**src/rtl/module_scope_sched.sv**
```systemverilog
// rtl/module_scope_sched.sv - round-robin requester scheduler returning a per-requester constant pair
//
// Purpose:
//   Four requesters compete for a single result slot. In IDLE the winner is
//   the first set req bit at or after the round-robin pointer. The winner's
//   id, V1 + id and V2 + id are registered and offered on a valid/ready
//   handshake. Each completed handshake advances the pointer past the winner
//   and is counted in txn_cnt.
//
// Ports:
//   clk        in   1   clock, rising edge
//   rst_n      in   1   asynchronous active-low reset
//   req        in   4   request lines, bit i = requester i
//   grant      out  4   one-hot grant of the requester being served, 0 when idle
//   out_valid  out  1   out_id/out1/out2 hold a valid result
//   out_ready  in   1   consumer accepts while out_valid is high
//   out_id     out  2   index of the granted requester
//   out1       out 32   V1 + out_id (mod 2^32)
//   out2       out 32   V2 + out_id (mod 2^32)
//   txn_cnt    out  8   completed handshakes, wraps 255 -> 0

module module_scope_sched #(
   parameter logic [31:0] V1 = 32'd10,
   parameter logic [31:0] V2 = 32'd20
) (
   input  logic        clk,
   input  logic        rst_n,
   input  logic [3:0]  req,
   output logic [3:0]  grant,
   output logic        out_valid,
   input  logic        out_ready,
   output logic [1:0]  out_id,
   output logic [31:0] out1,
   output logic [31:0] out2,
   output logic [7:0]  txn_cnt
);

   typedef enum logic {IDLE, OFFER} state_t;

   state_t      state_q, state_d;
   logic [1:0]  ptr_q, ptr_d;
   logic [3:0]  grant_q, grant_d;
   logic        valid_q, valid_d;
   logic [1:0]  id_q, id_d;
   logic [31:0] out1_q, out1_d;
   logic [31:0] out2_q, out2_d;
   logic [7:0]  cnt_q, cnt_d;

   logic        found;
   logic [1:0]  win;
   logic [1:0]  idx;

   always_ff @(posedge clk or negedge rst_n) begin
      if (!rst_n) begin
         state_q <= IDLE;
         ptr_q   <= 2'd0;
         grant_q <= 4'd0;
         valid_q <= 1'b0;
         id_q    <= 2'd0;
         out1_q  <= 32'd0;
         out2_q  <= 32'd0;
         cnt_q   <= 8'd0;
      end else begin
         state_q <= state_d;
         ptr_q   <= ptr_d;
         grant_q <= grant_d;
         valid_q <= valid_d;
         id_q    <= id_d;
         out1_q  <= out1_d;
         out2_q  <= out2_d;
         cnt_q   <= cnt_d;
      end
   end

   always_comb begin
      state_d = state_q;
      ptr_d   = ptr_q;
      grant_d = grant_q;
      valid_d = valid_q;
      id_d    = id_q;
      out1_d  = out1_q;
      out2_d  = out2_q;
      cnt_d   = cnt_q;
      found   = 1'b0;
      win     = ptr_q;
      idx     = ptr_q;

      // Cyclic search starting at the pointer; the 2-bit index wraps 3 -> 0.
      for (int k = 0; k < 4; k++) begin
         idx = ptr_q + 2'(k);
         if (!found && req[idx]) begin
            found = 1'b1;
            win   = idx;
         end
      end

      case (state_q)
         IDLE: begin
            if (found) begin
               grant_d = 4'b0001 << win;
               id_d    = win;
               out1_d  = V1 + {30'd0, win};
               out2_d  = V2 + {30'd0, win};
               valid_d = 1'b1;
               state_d = OFFER;
            end
         end
         OFFER: begin
            // Result is frozen here; req is ignored until the consumer takes it.
            if (out_ready) begin
               valid_d = 1'b0;
               grant_d = 4'd0;
               ptr_d   = id_q + 2'd1;
               cnt_d   = cnt_q + 8'd1;
               state_d = IDLE;
            end
         end
         default: state_d = IDLE;
      endcase
   end

   assign grant     = grant_q;
   assign out_valid = valid_q;
   assign out_id    = id_q;
   assign out1      = out1_q;
   assign out2      = out2_q;
   assign txn_cnt   = cnt_q;

endmodule

```
**config.mk**
```make
export PLATFORM = sky130hd
export DESIGN_NAME = module_scope_sched
export DESIGN_NICKNAME = d
export VERILOG_FILES = /design/src/rtl/module_scope_sched.sv
export SDC_FILE = /design/constraint.sdc
export NUM_CORES = 1
export LEC_CHECK = 0
export BUFFER_PORTS_ARGS = -buffer_cell sky130_fd_sc_hd__buf_4
export CORE_MARGIN = 2
export CORE_UTILIZATION = 47
export CTS_CLUSTER_DIAMETER = 50
export DETAILED_ROUTE_END_ITERATION = 16
export MAX_ROUTING_LAYER = met4
export PLACE_DENSITY = 0.86
export RECOVER_POWER = 50
export REMOVE_ABC_BUFFERS = 1
export SYNTH_ARGS = -nofsm -noshare
export SYNTH_HDL_FRONTEND = slang
export SYNTH_SLANG_ARGS = --single-unit
```
**constraint.sdc**
```tcl
create_clock -name clk -period 2 [get_ports clk]
set_input_delay 0.3 -clock clk [delete_from_list [all_inputs] [get_ports clk]]
set_output_delay 0.3 -clock clk [all_outputs]
set_load 0.01 [all_outputs]
```
# After elaboration in Yosys (flattened, before gate mapping)
# Cells that the tools add are included.
[word_totals] in_bits=7 wordCells=56 register_bits=82 output_inout_bits=79
[classes] magnitude_cmp=4 mux=24 addsub=7 bitwise=1 n_reduce_logical=9 shift=1 eq_ne=2
[ops] operator="$lt 2x3->1 const B" count=4
[ops] operator="$mux 1" count=12
[ops] operator="$add 8x1->8 const B" count=1
[ops] operator="$bmux 1 s2" count=4
[ops] operator="$mux 4" count=2
[ops] operator="$pmux 4 s2" count=1
[ops] operator="$add 5x2->6 const A" count=1
[ops] operator="$mux 2" count=3
[ops] operator="$reduce_and 2->1" count=3
[ops] operator="$add 4x2->5 const A" count=1
[ops] operator="$add 2x1->2 const B" count=2
[ops] operator="$add 2x2->2 const B" count=2
[ops] operator="$ne 2x2->1 const B" count=2
[ops] operator="$pmux 1 s2" count=2
[ops] operator="$shl 1x2->4 const A" count=1
[ops] operator="$logic_and 1x1->1" count=3
[ops] operator="$logic_not 1->1" count=3
[ops] operator="$not 1->1" count=1

# Depth between registers and ports, before layout
# Gate-level depths: netlist (run 1).
[depth] ltp_word=15 depth_mapped=6 mapped_depth_nobuf=4

# Least setup slack after synthesis (run 1)
# No wires, ideal clock.
[synth_timing] path_kind="input to register" startpoint="input req[0]" endpoint="register grant_q[0] (netlist: grant[0])" required_time_ns=1.880 path_buffers=1 stages=4 t_arrival_ns=1.286 path_slack_ns=0.595 setup_ns=0.120 path_cell_list="or4_1 -> buf_6 -> nor2b_4 -> a31o_1"
[synth_between] elab_chain_cells=15 elab_cells_between_ends=26 classes_between="1 x eq/ne; 1 x shift; 17 x mux; 7 x reduce/logical"
[synth_lines] element="from (decl)" line_no="28" text="input logic [3:0] req,"
[synth_lines] element="$bmux 1 s2" line_no="91" text="if (!found && req[idx]) begin"
[synth_lines] element="$mux 1 (implied by the code)" line_no="91"
[synth_lines] element="$mux 1" line_no="91"
[synth_lines] element="$logic_not 1->1" line_no="91"
[synth_lines] element="$logic_and 1x1->1" line_no="91"
[synth_lines] element="$mux 1" line_no="91"
[synth_lines] element="$logic_not 1->1" line_no="91"
[synth_lines] element="$logic_and 1x1->1" line_no="91"
[synth_lines] element="$mux 1" line_no="91"
[synth_lines] element="$logic_not 1->1" line_no="91"
[synth_lines] element="$logic_and 1x1->1" line_no="91"
[synth_lines] element="$mux 2" line_no="91"
[synth_lines] element="$shl 1x2->4" line_no="100" text="grant_d = 4'b0001 << win;"
[synth_lines] element="$mux 4" line_no="99" text="if (found) begin"
[synth_lines] element="$pmux 4 s2" line_no="97" text="case (state_q)"
[synth_lines] element="to (signal assigned)" line_no="66" text="grant_q <= grant_d;"
[synth_lines] element="to (decl)" line_no="42" text="logic [3:0] grant_q, grant_d;"
# Several ways; a longest one is shown, not always the timed one. The select of a mux whose other input is x is not followed.
# A chain may end at the register's enable or synchronous reset.

# Final worst setup path (run 1)
[layout_timing] startpoint="register state_q" endpoint="register cnt_q[7] (netlist: txn_cnt[7])"
[layout_between] elab_chain_cells=1
[layout_lines] element="from (decl)" line_no="40" text="state_t state_q, state_d;"
[layout_lines] element="from (signal assigned)" line_no="64" text="state_q <= state_d;"
[layout_lines] element="$reduce_and 2->1 (no line)"
[layout_lines] element="to (signal assigned)" line_no="71" text="cnt_q <= cnt_d;"
[layout_lines] element="to (decl)" line_no="47" text="logic [7:0] cnt_q, cnt_d;"
# Every way passes these cells.

==> results of run 1 <==
-- synthesized netlist by cell type, drive strengths merged --
| master | number | area share |
|---|---|---|
| a211o | 1 | 0.0061 |
| a211oi | 1 | 0.0052 |
| a21o | 1 | 0.0061 |
| a21oi | 4 | 0.014 |
| a31o | 3 | 0.018 |
| and2 | 1 | 0.0043 |
| and3 | 2 | 0.0087 |
| and4 | 1 | 0.0061 |
| buf | 65 | 0.34 |
| conb | 1 | 0.0026 |
| dfrtp | 20 | 0.35 |
| ha | 1 | 0.0087 |
| inv | 1 | 0.0026 |
| mux2 | 1 | 0.0078 |
| nand2 | 11 | 0.029 |
| nand2b | 7 | 0.032 |
| nand3 | 2 | 0.0069 |
| nor2 | 4 | 0.010 |
| nor2b | 3 | 0.018 |
| nor3 | 1 | 0.0035 |
| nor3b | 2 | 0.014 |
| o21a | 1 | 0.0052 |
| o21ai | 9 | 0.031 |
| o31ai | 2 | 0.010 |
| or2b | 1 | 0.0052 |
| or4 | 1 | 0.0052 |
| xnor2 | 7 | 0.042 |
| xor2 | 1 | 0.0061 |
-- tightest hold or removal path, stage by stage --
cell	delay (ns)
buf_4	0.10
nand2b_1	0.09
a21oi_1	0.06
-- worst min-delay path by stage --
stage	from	end	slack, ns	cells past startpoint
finish	out_ready	out_valid	0.28	3
global route	out_ready	out_valid	0.31	3
CTS	out_ready	out_valid	0.28	3
detailed placement	rst_n	txn_cnt[4]	0.19	1
global placement	rst_n	txn_cnt[7]	0.19	1
floorplan	rst_n	grant[0]	0.004	0
-- what timing repair did --
item                                   in CTS  in global routing
hold buffers                                1                  0
endpoints found under the hold margin      20                  0
setup buffers                               0                  0
-- routing by layer --
| layer | up-vias | wire [µm] | GRT usage |
|---|---|---|---|
| met4 | 0 | 7 | 0.0487 |
| li1 | 436 | - | - |
| met3 | 2 | 124 | 0.00655 |
| met2 | 39 | 1090 | 0.188 |
| met1 | 428 | 832 | 0.130 |
| met5 | - | 0 | - |
-- state kept, by name, indices dropped and copies added, names as in the netlist --
| name | cells |
|---|---|
| out2 | 2 |
| out_id | 1 |
| out_valid | 1 |
| state_q | 1 |
| grant | 4 |
| ptr_q | 2 |
| txn_cnt | 8 |
| out1 | 1 |
-- report_power, final --
| part | switching, mW | internal (mW) |
|---|---|---|
| Clock | 0.121 | 0.111 |
| Combinational | 0.278 | 0.265 |
| Sequential | 0.131 | 0.521 |
-- logic make-up after synthesis --
kind of cell | count (synthesis) | share of synthesized area
fa+ha+maj | 1 | 0.00867
xor+xnor | 8 | 0.0486
other cells | 1 | 0.00260
simple gates | 36 | 0.143
mux | 1 | 0.00781
buf+inv | 66 | 0.346
flops | 20 | 0.347
compound gates | 22 | 0.0963
-- layout make-up --
| class | count | area (µm²) | share of cell area |
|---|---|---|---|
| multi-input cells | 124 | 649 | 0.456 |
| repair buffers | 30 | 194 | 0.136 |
| well taps | 33 | 41.3 | 0.0290 |
| flip-flops and latches | 20 | 500 | 0.351 |
| inverters | 1 | 3.75 | 0.00263 |
| clock buffers | 4 | 36.3 | 0.0255 |
==> metrics.md, run 1 <==
| Metric | Value |
|---|---|
| Status | finished clean |
| Seq/Total Area, Yosys | 0.347 |
| HPWL after DPL | 1700 µm |
| Fillers | 296 |
| Initial antenna violation count | 0 |
| CTS resizes | 0 |
| Beginning of the critical path | state_q |
| Largest stage delay, worst path | a little under 0.6 ns |
| Critical path class | reg2reg |
| Most frequent cells in the layout | conb_1 (56), dfrtp_1 (20), buf_4 (20) |
| RD Place Congestion | around 0.80 |
| Static leakage | slightly above 0.7 nW |
| Fin area | 1430 µm² |
| Grt total ovfl | 0 |
| Die W | between 50 and 60 µm |
| Worst path depth | 4 |
| Total Routing Usage GR | 0.109 |
| RR Startpoint | state_q |
| ANT nets after route | 0 |
| Crit path to | txn_cnt[7] |
| Worst r2r dst | txn_cnt[7] |
| Worst EP required | between 2 and 2.5 ns |
| Power, Total | 1.43 mW |
| Share of cells above drive strength 1 | 0.168 |
| Max Cap Viol | 0 |
| Power density over the cells | approximately 1000 nW/µm² |
| Fmax | between 0.6 and 0.7 GHz |
| Startpoint types | flop |
| Synth Warn # | 0 |
| Critical path fanouts, max | 11 |
| Commonest non-fill, non-tap cell in the layout | conb_1 |
| CTS Sinks | 20 |
| Via count | ~910 |
| Clock Tree Buf Depth | 2 |
| Iteration-0 DRC Markers | 35 |
| CTS Buf Count | 3 |
| Skew-Pair Late Insertion Delay | between 0.2 and 0.3 ns |
| Clk slew on worst S/H paths | between 0.1 and 0.15 ns |
| Layout area overhead | -1.21% |
| Layout Cells excl Fill | 212 |
| Port bufs | 29 |
| Fin. max-slew vios | 0 |
| Yosys cell types | 34 |
| H-tree level count | 1 |
| Vias in the first global route | 665 |
| Crit-path leading delay family | simple AND/OR/NAND/NOR gates |
| Sum Neg Setup Slack | 0 ns |
| Post-DP Area | about 1400 µm² |
| Hold Path Class | in2reg |
| Register bit total from synthesis | 20 |
| Syn_area_per_cell | roughly 9.3 µm² |
| Setup ws final | between 0.5 and 0.6 ns |
| I/O pin total | 86 |
| Hold_ws | between 0.2 and 0.3 ns |
| Final hold vios | 0 |
| Worst R2R Setup Slack | ~0.5 ns |
| Crit path DAT | between 1.5 and 2 ns |
| DRC | 0 |
| Placeable core area | about 3000 µm² |
| Critical path buffers and inverters | 0 |
| Reg2reg path depth | 4 |
| Skew final | between 0.002 and 0.0025 ns |
| Post-placement cell count | 207 |
| Layout net count | roughly 190 |
| CP Capture Type | flop |
| Min Tclk post-route | around 1.5 ns |
| Measured slew at the worst slew-check pin | a little over 1 ns |
| Die height | roughly 60 µm |
| Largest net degree at the start of global routing | 21 |
| Period Utilization, post-route | 0.747 |
| Root Buffer | clkbuf_4 |
| Diode count | 0 |
| Row count | 20 |
| Critical-path cell list | and2_1, and4_1, nand3_1, xnor2_1 |
| Slowest-stage cell, CP | dfrtp_1 |
| Starting density of the core | 0.484 |
| CTS tree | done |
| Max_slew headroom | 0.313 |
| Mapped Cells | around 160 |
| Unrepaired setup endpoints after global routing | false |
| Final setup fails | 0 |
| WL per Instance | 9.71 µm |
| IR drop worst, VDD | 0.252 mV |
| Pre-CTS WS | roughly 0.34 ns |
| WL final | just over 2000 µm |
| First-pass DRT Iterations | 4 |
| Post-layout util | 0.479 |
| Mapped Area | between 1000 and 1500 µm² |
| Vias/cell | 4.27 |
| First-pass GRT wire length | just under 3000 µm |
| Die ar. | 3530 µm² |
No activity file was read; power rests on OpenSTA's default activity.
==> run 2: changes to the inputs <==
- CORE_UTILIZATION: 47 -> 43
- PLACE_DENSITY: 0.86 -> 0.79
- clock period: 2 -> 1.5 ns (I/O delays scaled with it)
==> run 2 against run 1 <==
Against the previous run:
- first-iteration DRC count is 74% lower
- design area rose by 5.0%
- sequential power rose by 32%
- critical path depth unchanged
- largest power group unchanged
- highest routed layer unchanged
==> metrics.md, run 2 (synthesized netlist as in run 1, its figures left out) <==
| Metric | Value |
|---|---|
| Layout area overhead | 3.73% (was -1.21%) |
| ANT nets after route | 0 (unchanged) |
| Worst EP required | 1.71 ns (was 2.19 ns) |
| Root Buffer | clkbuf_4 (unchanged) |
| Min Tclk post-route | 1.35 ns (was 1.49 ns) |
| Starting density of the core | 0.439 (was 0.484) |
| Crit path DAT | 1.56 ns (was 1.68 ns) |
| CTS tree | done (unchanged) |
| Vias/cell | 3.99 (was 4.27) |
| Commonest non-fill, non-tap cell in the layout | conb_1 (unchanged) |
| Status | finished clean (unchanged) |
| Row count | 21 (was 20) |
| Port bufs | 29 (unchanged) |
| Clock Tree Buf Depth | 2 (unchanged) |
| WL final | 2030 µm (was 2060 µm) |
| Fillers | 330 (was 296) |
| Grt total ovfl | 0 (unchanged) |
| Iteration-0 DRC Markers | 9 (was 35) |
| Cell Int Power | 1.33 mW (was 0.897 mW) |
| CTS Sinks | 20 (unchanged) |
| Skew-Pair Late Insertion Delay | 0.29 ns (about the same) |
| Diode count | 0 (unchanged) |
| First-pass DRT Iterations | 4 (unchanged) |
| CP Capture Type | flop (unchanged) |
| Via count | 913 (was 905) |
| Net Sw Power | 0.709 mW (was 0.530 mW) |
| Layout Cells excl Fill | 229 (was 212) |
| Largest net degree at the start of global routing | 21 (unchanged) |
| Switching share of power | 0.348 (was 0.371) |
| RD Place Congestion | 0.746 (was 0.800) |
| HPWL after DPL | 1680 µm (was 1700 µm) |
| Combinational Power Share | 0.365 (was 0.381) |
| Share of total power in sequential cells | 0.423 (was 0.457) |
| Static leakage | 0.761 nW (was 0.725 nW) |
| Fin. max-slew vios | 0 (unchanged) |
| CTS Buf Count | 3 (unchanged) |
| Final hold vios | 0 (unchanged) |
| Critical path class | reg2reg (unchanged) |
| Clk slew on worst S/H paths | 0.11 ns (about the same) |
| DRC | 0 (unchanged) |
| Vias in the first global route | 709 (was 665) |
| Most frequent cells in the layout | conb_1 (56), buf_4 (25), dfrtp_1 (20) (was conb_1 (56), dfrtp_1 (20), buf_4 (20)) |
| Total Routing Usage GR | 0.107 (was 0.109) |
| IR drop worst, VDD | 0.455 mV (was 0.252 mV) |
| Die height | 61.9 µm (was 59.4 µm) |
| H-tree level count | 1 (unchanged) |
| Skew final | 0.00228 ns (was 0.00221 ns) |
| Power density over the cells | 1360 nW/µm² (was 1000 nW/µm²) |
| Period Utilization, post-route | 0.903 (was 0.747) |
| Part of the power in the clock network | 0.212 (was 0.162) |
| Max Cap Viol | 0 (unchanged) |
| Share of cells above drive strength 1 | 0.202 (was 0.168) |
| Die ar. | 3830 µm² (was 3530 µm²) |
| Final setup fails | 0 (unchanged) |
| Unrepaired setup endpoints after global routing | false (unchanged) |
| Post-placement cell count | 224 (was 207) |
| I/O pin total | 86 (unchanged) |
| Initial antenna violation count | 0 (unchanged) |
| Post-CTS setup buffers | 0 (unchanged) |
| Critical path fanouts, max | 5 (was 11) |
| Startpoint types | flop (unchanged) |
| Placeable core area | 3280 µm² (was 2980 µm²) |
| Fmax | 0.738 GHz (was 0.670 GHz) |
| Hold_ws | 0.207 ns (was 0.284 ns) |
| Hold Path Class | in2reg (unchanged) |
| WL per Instance | 8.87 µm (was 9.71 µm) |
| First-pass GRT wire length | 3040 µm (was 2900 µm) |
| Layout net count | 192 (was 188) |
| Max reg flops | 8 (unchanged) |
| Die W | 61.9 µm (was 59.4 µm) |
-- run 2: path summary, 6_finish.rpt --
kind,start,to,slack [ns],depth (start not counted)
worst max-delay path,ptr_q[0],grant[1],0.15,4
worst min-delay path,out_ready,out_valid,0.21,3
worst max register to register,ptr_q[0],grant[1],0.15,4
worst min register to register,txn_cnt[7],txn_cnt[7],0.48,1
max in group asynchronous,rst_n,out1[1],0.76,2
min in group asynchronous,rst_n,txn_cnt[4],0.41,2
-- run 2: timing repair --
item,CTS,global route
endpoints found under the setup margin,0,0
resized for setup,0,0
hold buffers,1,0
endpoints found under the hold margin,20,0
-- run 2: metal layers --
layer / routed length, µm / GRT usage
met4: 17 / 0.0274
met1: 806 / 0.129
met5: 0 / -
met2: 1030 / 0.185
met3: 181 / 0.0186
-- run 2: area by class of cell --
type                    instances  area [µm²]  share of cell area
clock inverters                 1        30.0              0.0201
well taps                      46        57.6              0.0385
repair buffers                 34         233               0.156
inverters                       1        3.75             0.00251
flip-flops and latches         20         500               0.334
multi-input cells             124         649               0.434
clock buffers                   3        22.5              0.0151
-- run 2: power by group through the flow --
| stage | sequential [mW] | combinational, mW | clock, mW |
|---|---|---|---|
| after detailed placement | 0.879 | 0.777 | 0 |
| after CTS | 0.867 | 0.781 | 0.447 |
| after global routing | 0.896 | 0.837 | 0.476 |
| final | 0.861 | 0.743 | 0.433 |
| after floorplan | 0.938 | 0.334 | 0 |
| after global placement | 0.878 | 0.759 | 0 |
-- run 2: stage by stage --
| stage | utilization | power (mW) | TNS (ns) | cell area [µm²] | setup WS, ns |
|---|---|---|---|---|---|
| floorplan | - | 1.27 | 0 | 1150 | 0.128 |
| global placement | 0.444 | 1.64 | 0 | 1460 | 0.00420 |
| CTS | 0.463 | 2.09 | 0 | 1520 | 0.131 |
| global route | 0.456 | 2.21 | 0 | 1500 | 0.0581 |
| finish | 0.456 | 2.04 | 0 | 1500 | 0.145 |
| detailed placement | 0.444 | 1.66 | -0.00403 | 1460 | -0.00403 |
-- run 2: critical path, cell delays in order, from the launching register on --
cell and delay (ns):
dfrtp_1 0.41, nor2b_1 0.07, a21o_2 0.18, a211o_1 0.36, o31ai_1 0.25
==> run 3: changes to the inputs <==
- ABC_AREA: not set -> 1
- CORE_UTILIZATION: 43 -> 46
- PLACE_DENSITY: 0.79 -> 0.8
==> run 3 against run 2 <==
Against the previous run:
- the run now ends with negative setup slack left
- die area rose by 12%
- clock-buffer cell count did not move
- power rose by 120%
- flip-flop and latch count did not move
- design area rose by 36%
- routed wire length rose by 59%
- fmax fell by 14%
- critical path depth rose by 7
- critical endpoint unchanged
==> metrics.md, run 3 <==
| Metric | Value |
|---|---|
| Most frequent cells in the layout | conb_1 (56), nand2_1 (51), buf_4 (43) (was conb_1 (56), buf_4 (25), dfrtp_1 (20)) |
| Min Tclk post-route | 1.58 ns (was 1.35 ns) |
| Fin. max-slew vios | 0 (unchanged) |
| Row count | 22 (was 21) |
| DRC | 0 (unchanged) |
| Most common library cells after synthesis | buf_4 (63), nand2_1 (60), dfrtp_1 (20) (was buf_4 (63), dfrtp_1 (20), nand2_1 (11)) |
| Combinational Power Share | 0.651 (was 0.365) |
| Largest net degree at the start of global routing | 21 (unchanged) |
| Worst EP required | 1.67 ns (was 1.71 ns) |
| Skew final | 0.00802 ns (was 0.00228 ns) |
| Vias in the first global route | 1162 (was 709) |
| Top FF cell, synth | dfrtp_1 (unchanged) |
| Max reg flops | 8 (unchanged) |
| RD Place Congestion | 0.842 (was 0.746) |
| Placeable core area | 3660 µm² (was 3280 µm²) |
| Slowest-stage cell, CP | dfrtp_2 (was dfrtp_1) |
| ANT nets after route | 0 (unchanged) |
| Layout net count | 275 (was 192) |
| Total Routing Usage GR | 0.153 (was 0.107) |
| Power, Total | 4.45 mW (was 2.04 mW) |
| Hold Path Class | in2reg (unchanged) |
| Number of synthesized flops with an enable pin | 0 (unchanged) |
| Share of cells above drive strength 1 | 0.350 (was 0.202) |
| WL per Instance | 10.3 µm (was 8.87 µm) |
| Die height | 65.5 µm (was 61.9 µm) |
| Yosys top cell area share | 0.288 (was 0.347) |
| Post-layout util | 0.556 (was 0.456) |
| Clock Tree Buf Depth | 2 (unchanged) |
| Post-DP Area | 1820 µm² (was 1460 µm²) |
| Syn_area_per_cell | 7.87 µm² (was 9.31 µm²) |
| Setup ws final | -0.0753 ns (was 0.145 ns) |
| Status | finished with violations (was finished clean) |
| First-pass DRT Iterations | 4 (unchanged) |
| Register bit total from synthesis | 20 (unchanged) |
| WL final | 3230 µm (was 2030 µm) |
| Commonest non-fill, non-tap cell in the layout | conb_1 (unchanged) |
| Root Buffer | clkbuf_8 (was clkbuf_4) |
| Post-synth ARST share | 1.00 (unchanged) |
| Largest stage delay, worst path | 0.46 ns (was 0.41 ns) |
| Fmax | 0.635 GHz (was 0.738 GHz) |
| Power density over the cells | 2190 nW/µm² (was 1360 nW/µm²) |
| Static leakage | 1.11 nW (was 0.761 nW) |
| HPWL after DPL | 2450 µm (was 1680 µm) |
| Layout area overhead | 17.1% (was 3.73%) |
| Fin area | 2040 µm² (was 1500 µm²) |
| Biggest area consumer among synthesized cells | dfrtp_1 (unchanged) |
| Worst R2R Setup Slack | -0.08 ns (was 0.15 ns) |
| Skew-Pair Late Insertion Delay | 0.27 ns (was 0.29 ns) |
| Share of total power in sequential cells | 0.227 (was 0.423) |
| Vias/cell | 4.34 (was 3.99) |
| Diode count | 0 (unchanged) |
| Starting density of the core | 0.475 (was 0.439) |
| I/O pin total | 86 (unchanged) |
| Part of the power in the clock network | 0.122 (was 0.212) |
| Critical path fanouts, max | 7 (was 5) |
| Unrepaired setup endpoints after global routing | true (was false) |
| Startpoint types | flop (unchanged) |
| Seq/Total Area, Yosys | 0.288 (was 0.347) |
| Die W | 65.5 µm (was 61.9 µm) |
| Port bufs | 29 (unchanged) |
| Top-count cell post-synth | buf_4 (unchanged) |
| Die ar. | 4290 µm² (was 3830 µm²) |
| CTS Sinks | 20 (unchanged) |
| Synth Warn # | 0 (unchanged) |
| Crit path DAT | 1.74 ns (was 1.56 ns) |
| Sum Neg Setup Slack | -0.534 ns (was 0 ns) |
| Failing checks | negative setup slack |
| Net Sw Power | 2.11 mW (was 0.709 mW) |
| Cell Int Power | 2.35 mW (was 1.33 mW) |
| Mapped Area | 1740 µm² (was 1440 µm²) |
| Mapped Cells | 221 (was 155) |
| H-tree level count | 1 (unchanged) |
| IR drop worst, VDD | 1.05 mV (was 0.455 mV) |
| Yosys cell types | 26 (was 34) |
| Via count | 1364 (was 913) |
| Clk slew on worst S/H paths | 0.08 ns (was 0.11 ns) |
| Grt total ovfl | 0 (unchanged) |
| Critical path class | reg2reg (unchanged) |
| Synth top area cells | dfrtp_1 (29%), buf_4 (27%), nand2_1 (13%) (was dfrtp_1 (35%), buf_4 (33%), xnor2_1 (4.2%)) |
| Fillers | 340 (was 330) |
| CTS Buf Count | 3 (unchanged) |
| CTS tree | done (unchanged) |
| Final setup fails | 10 (was 0) |
| Max Cap Viol | 0 (unchanged) |
| Iteration-0 DRC Markers | 54 (was 9) |
| First-pass GRT wire length | 4990 µm (was 3040 µm) |
| CP Capture Type | flop (unchanged) |
| Initial antenna violation count | 0 (unchanged) |
| Period Utilization, post-route | 1.05 (was 0.903) |
| Critical-path cell list | clkinvlp_4, nand2_4, nand3_2, nand2_4, nand3_4, nor2_4, nor2_8, inv_4, nor2_2, nand2_1, nand2_1 (was nor2b_1, a21o_2, a211o_1, o31ai_1) |
| Final hold vios | 0 (unchanged) |
| Switching share of power | 0.473 (was 0.348) |
[run 3: worst paths after layout]
path                       startpoint          to  cells past startpoint
max                          ptr_q[0]    grant[1]                     11
min reg2reg                txn_cnt[7]  txn_cnt[7]                      1
max in group asynchronous       rst_n    ptr_q[1]                      2
min                         out_ready  txn_cnt[2]                      6
min in group asynchronous       rst_n  txn_cnt[4]                      2
max reg2reg                  ptr_q[0]    grant[1]                     11
[run 3: layer usage]
metal	up-vias	routed length, µm	GRT usage
met1	637	1310	0.175
li1	665	-	-
met5	-	0	-
met3	4	177	0.0120
met2	58	1690	0.277
met4	0	52	0.0625
[run 3: area by class of cell]
cell class / instances / area [µm²] / share of cell area
inverter: 11 / 46.3 / 0.0227
clock buffer: 3 / 41.3 / 0.0203
multi-input combinational: 180 / 976 / 0.479
timing repair buffer: 50 / 372 / 0.183
clock inverter: 1 / 30.0 / 0.0148
sequential: 20 / 503 / 0.247
timing repair inverter: 1 / 7.51 / 0.00369
tap: 48 / 60.1 / 0.0295
[run 3: worst max-delay path: cells and delay by family (launching register included)]
| family | cells | cell delay [ns] |
|---|---|---|
| simple gates | 9 | 0.74 |
| flops | 1 | 0.46 |
| buf+inv | 2 | 0.27 |
[run 3: power groups by stage]
stage               clock (mW)  combinational, mW  sequential (mW)
floorplan                    0               1.46             1.10
global placement             0               2.44            0.974
detailed placement           0               2.49            0.985
CTS                      0.542               2.81             1.01
global route             0.568               3.17             1.05
finish                   0.544               2.90             1.01
[run 3: per-stage QoR]
step                      instances  setup slack, ns  hold slack [ns]
after floorplan                 211           -0.146          -0.0706
after global placement          300          -0.0596            0.113
after detailed placement        300          -0.0927            0.115
after CTS                       312          -0.0504            0.369
after global routing            314           -0.179            0.442
final                           314          -0.0753            0.404
[run 3: cells by family (layout without fill, tap and decap cells)]
logic type	count (synthesis)	after routing	synth area share
AND/OR/NAND/NOR	111	111	0.345
buffers and inverters	76	66	0.306
flip-flops	20	20	0.288
XOR/XNOR	8	8	0.0403
AO/OA/AOI/OAI	4	4	0.0115
adder cells (fa/ha/maj)	1	1	0.00719
other	1	56	0.00216
[run 3: repair_timing]
item / in CTS / in global routing
pin swaps: 4 / 3
hold endpoints to repair: 20 / 0
hold buffers: 1 / 0
cloned: 2 / 0
resized for setup: 18 / 6
setup endpoints to repair: 9 / 10
setup buffers: 5 / 2
